==> config.mk <==
export PLATFORM = sky130hd
export DESIGN_NAME = alu_op_issuer_flat
export DESIGN_NICKNAME = d
export VERILOG_FILES = /design/src/rtl/alu_op_issuer_if.sv /design/src/rtl/alu_op_issuer.sv /design/src/flat_wrapper.sv
export SDC_FILE = /design/constraint.sdc
export NUM_CORES = 1
export LEC_CHECK = 0
export BUFFER_PORTS_ARGS = -buffer_cell sky130_fd_sc_hd__buf_4
export CAP_MARGIN = 20
export CORE_MARGIN = 2
export CORE_UTILIZATION = 40
export DETAILED_ROUTE_END_ITERATION = 10
export PLACE_DENSITY = 0.79
export SKIP_CTS_REPAIR_TIMING = 1
export SLEW_MARGIN = 10
export SYNTH_ARGS = -nofsm -noshare
export SYNTH_HDL_FRONTEND = slang
export SYNTH_SLANG_ARGS = --single-unit
==> constraint.sdc <==
create_clock -name i_clk -period 2.1 [get_ports i_clk]
set_input_delay 0.105 -clock i_clk [delete_from_list [all_inputs] [get_ports i_clk]]
set_output_delay 0.105 -clock i_clk [all_outputs]
set_load 0.01 [all_outputs]
==> src/rtl/alu_op_issuer_if.sv <==
// rtl/alu_op_issuer_if.sv - command, ALU-drive and response signals between issuer and its environment
interface alu_op_issuer_if #(
    parameter int N = 2,
    parameter int M = 4
);
    logic         cmd_valid;
    logic         cmd_ready;
    logic [N-1:0] cmd_op;
    logic [M-1:0] cmd_a;
    logic [M-1:0] cmd_b;
    logic [N-1:0] alu_op;
    logic [M-1:0] alu_a;
    logic [M-1:0] alu_b;
    logic [M-1:0] alu_result;
    logic [3:0]   alu_status;
    logic         rsp_valid;
    logic         rsp_ready;
    logic [N-1:0] rsp_op;
    logic [M-1:0] rsp_result;
    logic [3:0]   rsp_status;
    logic [7:0]   err_count;

    modport master (
        input  cmd_valid, cmd_op, cmd_a, cmd_b, alu_result, alu_status, rsp_ready,
        output cmd_ready, alu_op, alu_a, alu_b, rsp_valid, rsp_op, rsp_result, rsp_status, err_count
    );

    modport slave (
        output cmd_valid, cmd_op, cmd_a, cmd_b, alu_result, alu_status, rsp_ready,
        input  cmd_ready, alu_op, alu_a, alu_b, rsp_valid, rsp_op, rsp_result, rsp_status, err_count
    );
endinterface

==> src/rtl/alu_op_issuer.sv <==
// rtl/alu_op_issuer.sv - issues (op, A, B) commands to a fixed-latency ALU and returns its result
module alu_op_issuer #(
    parameter int               N       = 2,
    parameter int               M       = 4,
    parameter int               LAT     = 1,
    parameter logic [2**N-1:0]  OP_MASK = 4'b1010
) (
    input  logic             i_clk,
    input  logic             i_reset,
    alu_op_issuer_if.master  bus
);
    localparam int CW = $clog2(LAT + 1);

    typedef enum logic [1:0] {IDLE, WAIT, HOLD} state_t;

    state_t        state;
    logic          started;
    logic [CW-1:0] cnt;
    logic          cmd_fire;
    logic          op_ok;
    logic          unused_status_msb;

    // ready stays low until the first edge after reset release
    assign bus.cmd_ready     = started & ((state == IDLE) | ((state == HOLD) & bus.rsp_ready));
    assign cmd_fire          = bus.cmd_valid & bus.cmd_ready;
    assign op_ok             = OP_MASK[bus.cmd_op];
    assign unused_status_msb = bus.alu_status[3];

    always_ff @(posedge i_clk or negedge i_reset) begin
        if (!i_reset) begin
            state          <= IDLE;
            started        <= 1'b0;
            cnt            <= '0;
            bus.alu_op     <= '0;
            bus.alu_a      <= '0;
            bus.alu_b      <= '0;
            bus.rsp_valid  <= 1'b0;
            bus.rsp_op     <= '0;
            bus.rsp_result <= '0;
            bus.rsp_status <= '0;
            bus.err_count  <= '0;
        end else begin
            started <= 1'b1;
            if (cmd_fire) begin
                if (op_ok) begin
                    bus.alu_op    <= bus.cmd_op;
                    bus.alu_a     <= bus.cmd_a;
                    bus.alu_b     <= bus.cmd_b;
                    cnt           <= CW'(LAT);
                    bus.rsp_valid <= 1'b0;
                    state         <= WAIT;
                end else begin
                    // rejected ops never reach the ALU; answer on the very next cycle
                    bus.rsp_valid  <= 1'b1;
                    bus.rsp_op     <= bus.cmd_op;
                    bus.rsp_result <= '0;
                    bus.rsp_status <= 4'b1000;
                    if (bus.err_count != 8'hFF)
                        bus.err_count <= bus.err_count + 8'd1;
                    state <= HOLD;
                end
            end else begin
                case (state)
                    WAIT: begin
                        if (cnt == '0) begin
                            // alu_op is still the issued opcode, it only changes on accept
                            bus.rsp_valid  <= 1'b1;
                            bus.rsp_op     <= bus.alu_op;
                            bus.rsp_result <= bus.alu_result;
                            bus.rsp_status <= {1'b0, bus.alu_status[2:0]};
                            state          <= HOLD;
                        end else begin
                            cnt <= cnt - 1'b1;
                        end
                    end
                    HOLD: begin
                        if (bus.rsp_ready) begin
                            bus.rsp_valid <= 1'b0;
                            state         <= IDLE;
                        end
                    end
                    default: ;
                endcase
            end
        end
    end
endmodule

==> src/flat_wrapper.sv <==
// flat-port wrapper written by rule: the top's interface ports become plain ports
module alu_op_issuer_flat 
#(
    parameter int               N       = 2,
    parameter int               M       = 4,
    parameter int               LAT     = 1,
    parameter logic [2**N-1:0]  OP_MASK = 4'b1010
)
  (i_clk, i_reset, bus_cmd_valid, bus_cmd_op, bus_cmd_a, bus_cmd_b, bus_alu_result, bus_alu_status, bus_rsp_ready, bus_cmd_ready, bus_alu_op, bus_alu_a, bus_alu_b, bus_rsp_valid, bus_rsp_op, bus_rsp_result, bus_rsp_status, bus_err_count);
  alu_op_issuer_if #(.N(N), .M(M)) bus_i ();
  input  logic i_clk;
  input  logic i_reset;
  input wire logic [$bits(bus_i.cmd_valid)-1:0] bus_cmd_valid;
  input wire logic [$bits(bus_i.cmd_op)-1:0] bus_cmd_op;
  input wire logic [$bits(bus_i.cmd_a)-1:0] bus_cmd_a;
  input wire logic [$bits(bus_i.cmd_b)-1:0] bus_cmd_b;
  input wire logic [$bits(bus_i.alu_result)-1:0] bus_alu_result;
  input wire logic [$bits(bus_i.alu_status)-1:0] bus_alu_status;
  input wire logic [$bits(bus_i.rsp_ready)-1:0] bus_rsp_ready;
  output wire logic [$bits(bus_i.cmd_ready)-1:0] bus_cmd_ready;
  output wire logic [$bits(bus_i.alu_op)-1:0] bus_alu_op;
  output wire logic [$bits(bus_i.alu_a)-1:0] bus_alu_a;
  output wire logic [$bits(bus_i.alu_b)-1:0] bus_alu_b;
  output wire logic [$bits(bus_i.rsp_valid)-1:0] bus_rsp_valid;
  output wire logic [$bits(bus_i.rsp_op)-1:0] bus_rsp_op;
  output wire logic [$bits(bus_i.rsp_result)-1:0] bus_rsp_result;
  output wire logic [$bits(bus_i.rsp_status)-1:0] bus_rsp_status;
  output wire logic [$bits(bus_i.err_count)-1:0] bus_err_count;
  assign bus_i.cmd_valid = bus_cmd_valid;
  assign bus_i.cmd_op = bus_cmd_op;
  assign bus_i.cmd_a = bus_cmd_a;
  assign bus_i.cmd_b = bus_cmd_b;
  assign bus_i.alu_result = bus_alu_result;
  assign bus_i.alu_status = bus_alu_status;
  assign bus_i.rsp_ready = bus_rsp_ready;
  assign bus_cmd_ready = bus_i.cmd_ready;
  assign bus_alu_op = bus_i.alu_op;
  assign bus_alu_a = bus_i.alu_a;
  assign bus_alu_b = bus_i.alu_b;
  assign bus_rsp_valid = bus_i.rsp_valid;
  assign bus_rsp_op = bus_i.rsp_op;
  assign bus_rsp_result = bus_i.rsp_result;
  assign bus_rsp_status = bus_i.rsp_status;
  assign bus_err_count = bus_i.err_count;
  alu_op_issuer #(.N(N), .M(M), .LAT(LAT), .OP_MASK(OP_MASK)) u_core (.i_clk(i_clk), .i_reset(i_reset), .bus(bus_i));
endmodule
==> results of run 1 <==
-- layout make-up --
class	instances	area share (%)
clock buffers	8	2.93
well taps	46	2.87
multi-input cells	77	27.9
repair buffers	61	23.8
inverters	14	2.62
flip-flops and latches	32	39.9
-- cell usage after synthesis (all sizes together) (3+ instances only) --
master / instances / area share (%)
nand3: 12 / 4.2
dfrtp: 32 / 56
nand2: 9 / 2.4
mux2: 13 / 10
a21oi: 3 / 1.3
buf: 3 / 1.5
inv: 14 / 3.7
o21ai: 10 / 3.5
ha: 4 / 3.5
nor2: 4 / 1.0
-- metrics by stage --
stage          std cells  power, W
2_1_floorplan        127   0.00144
3_3_place_gp         222   0.00184
3_5_place_dp         222   0.00189
4_1_cts              230   0.00226
5_1_grt              238   0.00242
6_report             238   0.00224
-- critical path: stages, from the launching register on --
cell     delay (ps)
dfrtp_1         390
inv_1           110
ha_1            220
a21oi_2         110
or3_4           430
nor3_1          250
mux2_1          340
-- placed cells by master, fill, tap and decap left out, drive strengths merged, types with 2 or more instances in the layout --
| cell type | count |
|---|---|
| a21oi | 3 |
| and3 | 2 |
| buf | 53 |
| clkbuf | 8 |
| dfrtp | 32 |
| dlygate4sd3 | 8 |
| ha | 4 |
| inv | 14 |
| mux2 | 13 |
| nand2 | 9 |
| nand3 | 12 |
| nor2 | 4 |
| nor3 | 2 |
| o21a | 2 |
| o21ai | 10 |
| o31ai | 2 |
| xor2 | 2 |
-- registers in the layout, indices dropped and copies added, names as in the netlist --
register	flops
u_core.bus.alu_op	2
u_core.bus.rsp_status	4
u_core.state	2
u_core.bus.rsp_result	4
u_core.bus.alu_b	4
u_core.started	1
u_core.bus.rsp_op	2
u_core.bus.err_count	8
u_core.bus.alu_a	4
u_core.cnt	1
-- routing by layer --
metal	GRT usage, %	wire length (um)	vias to the layer above
met3	6.69	164	5
met4	5.71	34	0
met2	28.6	1590	33
met1	18.6	1230	544
met5	0	0	-
li1	-	-	561
-- report_power, final --
part,internal [W],switching [W]
combinational,0.000499,0.000419
sequential,0.000827,0.000138
clock,0.000165,0.000191
total,0.00149,0.000748
-- cells by family after synthesis --
kind of cell             Yosys count  synth area share, %
adder cells (fa/ha/maj)            4                 3.50
other                              1                0.262
flip-flops                        32                 55.9
multiplexers                      14                 10.9
buffers and inverters             18                 5.42
XOR/XNOR                           2                 1.22
AO/OA/AOI/OAI                     20                 9.09
AND/OR/NAND/NOR                   36                 13.6
-- worst max path at each step --
| stage | from | to | slack (ps) | cells past startpoint |
|---|---|---|---|---|
| 6_report | u_core.state[0]$_DFFE_PN0P_ | u_core.bus.err_count[6]$_DFFE_PN0P_ | 150 | 6 |
| 3_3_place_gp | u_core.state[0]$_DFFE_PN0P_ | u_core.bus.err_count[6]$_DFFE_PN0P_ | 190 | 6 |
| 5_1_grt | u_core.state[0]$_DFFE_PN0P_ | u_core.bus.err_count[6]$_DFFE_PN0P_ | 40 | 6 |
| 3_5_place_dp | u_core.state[0]$_DFFE_PN0P_ | u_core.bus.err_count[6]$_DFFE_PN0P_ | 110 | 6 |
| 2_1_floorplan | u_core.state[1]$_DFFE_PN0P_ | u_core.bus.err_count[6]$_DFFE_PN0P_ | 250 | 7 |
| 4_1_cts | u_core.state[0]$_DFFE_PN0P_ | u_core.bus.err_count[6]$_DFFE_PN0P_ | 100 | 6 |
==> flow_summary.ini, run 1 <==
[floorplan]
die_area_sq_mm = 0.00407
rows = 21
dieWidth_um = 63.8
ios = 52
start_util_pct = 42.2
coreArea_sq_mm = 0.00339
die_y_um = 63.8

[sta]
timing.fmax_mhz = 514
hold_slack_ps = 5.48
tns_ps = 0
hold_viol_final = 0
period_share_pct = 92.7
setup_viol = 0
worst_clock_skew_ps = 4.11
finalMaxSlewViolations = 0
finalWorstSetupSlack_ps = 153
slew_headroom_pct = 55.0
worst_slew_pin_slew_ps = 672
rsz0062_at_grt = false
period_needed_ps = 1950

[drt]
wl_per_cell_um = 12.7
first_pass_iters = 4
drtAntennaViolNets = 0
drtIter0Drc = 36
wirelength_mm = 3.02
routed_via_density = 4.80
vias = 1143
drc = 0

[final_layout]
multi_input_area_sq_um = 561
fillers = 289
insertedDiodeCount = 0
drive_gt1_share_pct = 39.6
nets = 217
final_area_sq_mm = 0.00201
final_util_pct = 59.2
ff_latch_area_sq_um = 801
syn2layout_area_growth_pct = 40.3

[pwr]
leakage_nw = 1.03
peakVddDrop_uv = 596
p_per_area_mw_per_mm2 = 1110

[placement]
placed_area_sq_mm = 0.00186
pre_cts_ws_ps = 112
post-dp-hpwl_mm = 2.32
gp_congestion = 0.834
portBuffers = 50

[worst_setup_path]
critPathKind = flip-flop to flip-flop
crit_fanout = 6
r2r-start = u_core.state[0]$_DFFE_PN0P_
crit_path_end_kind = flip-flop
cp-start-kind = flip-flop
reg2reg_depth = 6
worst_ep_required_time_ps = 2310
r2r_slack_ps = 150
arrival_ps = 2160
rr_endpoint = u_core.bus.err_count[6]$_DFFE_PN0P_

[global_routing]
grt_pass1_wl_mm = 5.22
antenna_found_initial = 0
grt.total_usage_pct = 16.7
grt_max_degree = 33
grt_pass1_vias = 1177
overflow = 0

[clocking]
clock_sinks = 32
path_clk_slew_ps = 90
clock_latency_ps = 320
cts_tree = yes
clockRootBuffer = clkbuf_4
htree_levels = 2
cts_max_path_buffers = 2
numCtsBuffers = 5

[yosys]
avgSynthCellArea_sq_um = 11.3
synthFlopType = dfrtp_1
synth_edf_count = 0
yosysUniqueCellTypes = 31
synth_seq_cells = 32
synthesis.nets = 153
ys_warn_count = 0
ys_seq_area_share_pct = 55.9
syn_area_sq_mm = 0.00143
synth-async-reset-ratio_pct = 100
synth_cells = 127

[worst_hold_path]
hold_depth = 2
hp-start = bus_cmd_a[0]
hp-class = input pin to flip-flop
hold_path_end = u_core.bus.alu_a[0]$_DFFE_PN0P_

[flow_run]
cap_viol_max_count = 0

[status]
status = complete, no violations
Note: power is estimated with default switching activity, not from simulation.
==> inputs of run 2 (changes only) <==
- CORE_UTILIZATION: 40 -> 48
- PLACE_DENSITY: 0.79 -> 0.9
==> flow_summary.ini, run 2 (synthesis results as in run 1) <==
[status]
status = finished with violations
failed_checks = DRC

[sta]
rsz0062_at_grt = false
worst_clock_skew_ps = 11.7
tns_ps = 0
hold_viol_final = 0
timing.fmax_mhz = 515
period_needed_ps = 1940
finalMaxSlewViolations = 0
worst_slew_pin_slew_ps = 674
slew_headroom_pct = 54.9
setup_viol = 0
period_share_pct = 92.4

[placement]
placed_area_sq_mm = 0.00184
gp_congestion = 0.756
post-dp-hpwl_mm = 2.17
portBuffers = 50

[worst_hold_path]
hp-class = input pin to flip-flop

[clocking]
clock_latency_ps = 330
path_clk_slew_ps = 100
htree_levels = 2
clockRootBuffer = clkbuf_4
numCtsBuffers = 5
clock_sinks = 32
cts_max_path_buffers = 2
cts_tree = yes

[worst_setup_path]
arrival_ps = 2170
crit_path_end_kind = flip-flop
cp-start-kind = flip-flop
crit_fanout = 6
worst_ep_required_time_ps = 2330
critPathKind = flip-flop to flip-flop

[floorplan]
die_y_um = 58.6
ios = 52
die_area_sq_mm = 0.00343
start_util_pct = 51.0
coreArea_sq_mm = 0.00281
rows = 19
dieWidth_um = 58.6

[final_layout]
layout_common_cells = buf_4 (52), dfrtp_1 (32), inv_1 (14), nand3_1 (12), mux2_2 (11)
mostFrequentLayoutCell = buf_4
regMostFlops = u_core.bus.err_count
final_area_sq_mm = 0.00200
fillers = 197
syn2layout_area_growth_pct = 39.6
insertedDiodeCount = 0
drive_gt1_share_pct = 40.1
nets = 217
largest_reg_flops = 8

[drt]
wl_per_cell_um = 14.9
vias = 1156
first_pass_iters = 7
routed_via_density = 5.18
drc = 1
drtAntennaViolNets = 0
drtIter0Drc = 14
wirelength_mm = 3.31

[global_routing]
grt_pass1_wl_mm = 4.85
overflow = 0
grt_pass1_vias = 1143
antenna_found_initial = 0
grt.total_usage_pct = 19.2
grt_max_degree = 33

[pwr]
p_per_area_mw_per_mm2 = 1150
peakVddDrop_uv = 730
leakage_nw = 1.02

[flow_run]
cap_viol_max_count = 0
-- run 2: path summary, 6_finish.rpt --
check                                                 start                             endpoint  slack [ps]  cells after the start
max                             u_core.state[0]$_DFFE_PN0P_  u_core.bus.err_count[1]$_DFFE_PN0P_         160                      6
min                                           bus_cmd_op[1]     u_core.bus.alu_op[1]$_DFFE_PN0P_          20                      2
max reg2reg                     u_core.state[0]$_DFFE_PN0P_  u_core.bus.err_count[1]$_DFFE_PN0P_         160                      6
min reg2reg                u_core.bus.alu_op[0]$_DFFE_PN0P_     u_core.bus.alu_op[0]$_DFFE_PN0P_         490                      2
max in group asynchronous                           i_reset          u_core.state[0]$_DFFE_PN0P_        1550                      2
min in group asynchronous                           i_reset  u_core.bus.err_count[1]$_DFFE_PN0P_         240                      2
-- run 2: per-layer routing --
layer  global-route usage (%)  up-vias  part of all wire, %  wire length, um
met1                     20.3      555                   39             1290
met5                        0        -                    0                0
li1                         -      557                    -                -
met2                     32.7       39                   52             1710
met4                     7.47        0                 0.66               22
met3                     9.67        5                  8.7              287
-- run 2: through the flow --
step	power, W	hold slack (ps)	setup WS [ps]	utilization [%]	cells
floorplan	0.00144	-191	254	-	127
global placement	0.00183	54.0	191	65.4	206
detailed placement	0.00190	61.3	118	65.4	206
CTS	0.00228	-316	119	67.7	214
global route	0.00246	-1.33	8.59	71.2	223
finish	0.00230	19.5	160	71.2	223
-- run 2: layout make-up --
type                       count  area [sq um]  share of cell area (%)
clock buffer                   7          55.1                    2.76
clock inverter                 1          7.51                   0.376
inverter                      14          52.6                    2.63
multi-input combinational     77           563                    28.2
sequential                    32           801                    40.1
tap                           31          38.8                    1.94
timing repair buffer          61           480                    24.0
-- run 2: power breakdown --
group	internal (W)	total [W]	switching, W	leakage (nW)
Combinational	0.000501	0.000943	0.000442	0.590
Clock	0.000164	0.000370	0.000206	0.0315
Sequential	0.000827	0.000986	0.000159	0.400
-- run 2: worst max-delay path, cell delays in order (launching register included) --
cell and delay [ps]:
dfrtp_1 390, inv_1 90, ha_1 200, a21oi_2 100
or3_1 500, nor2_2 220, mux2_1 340
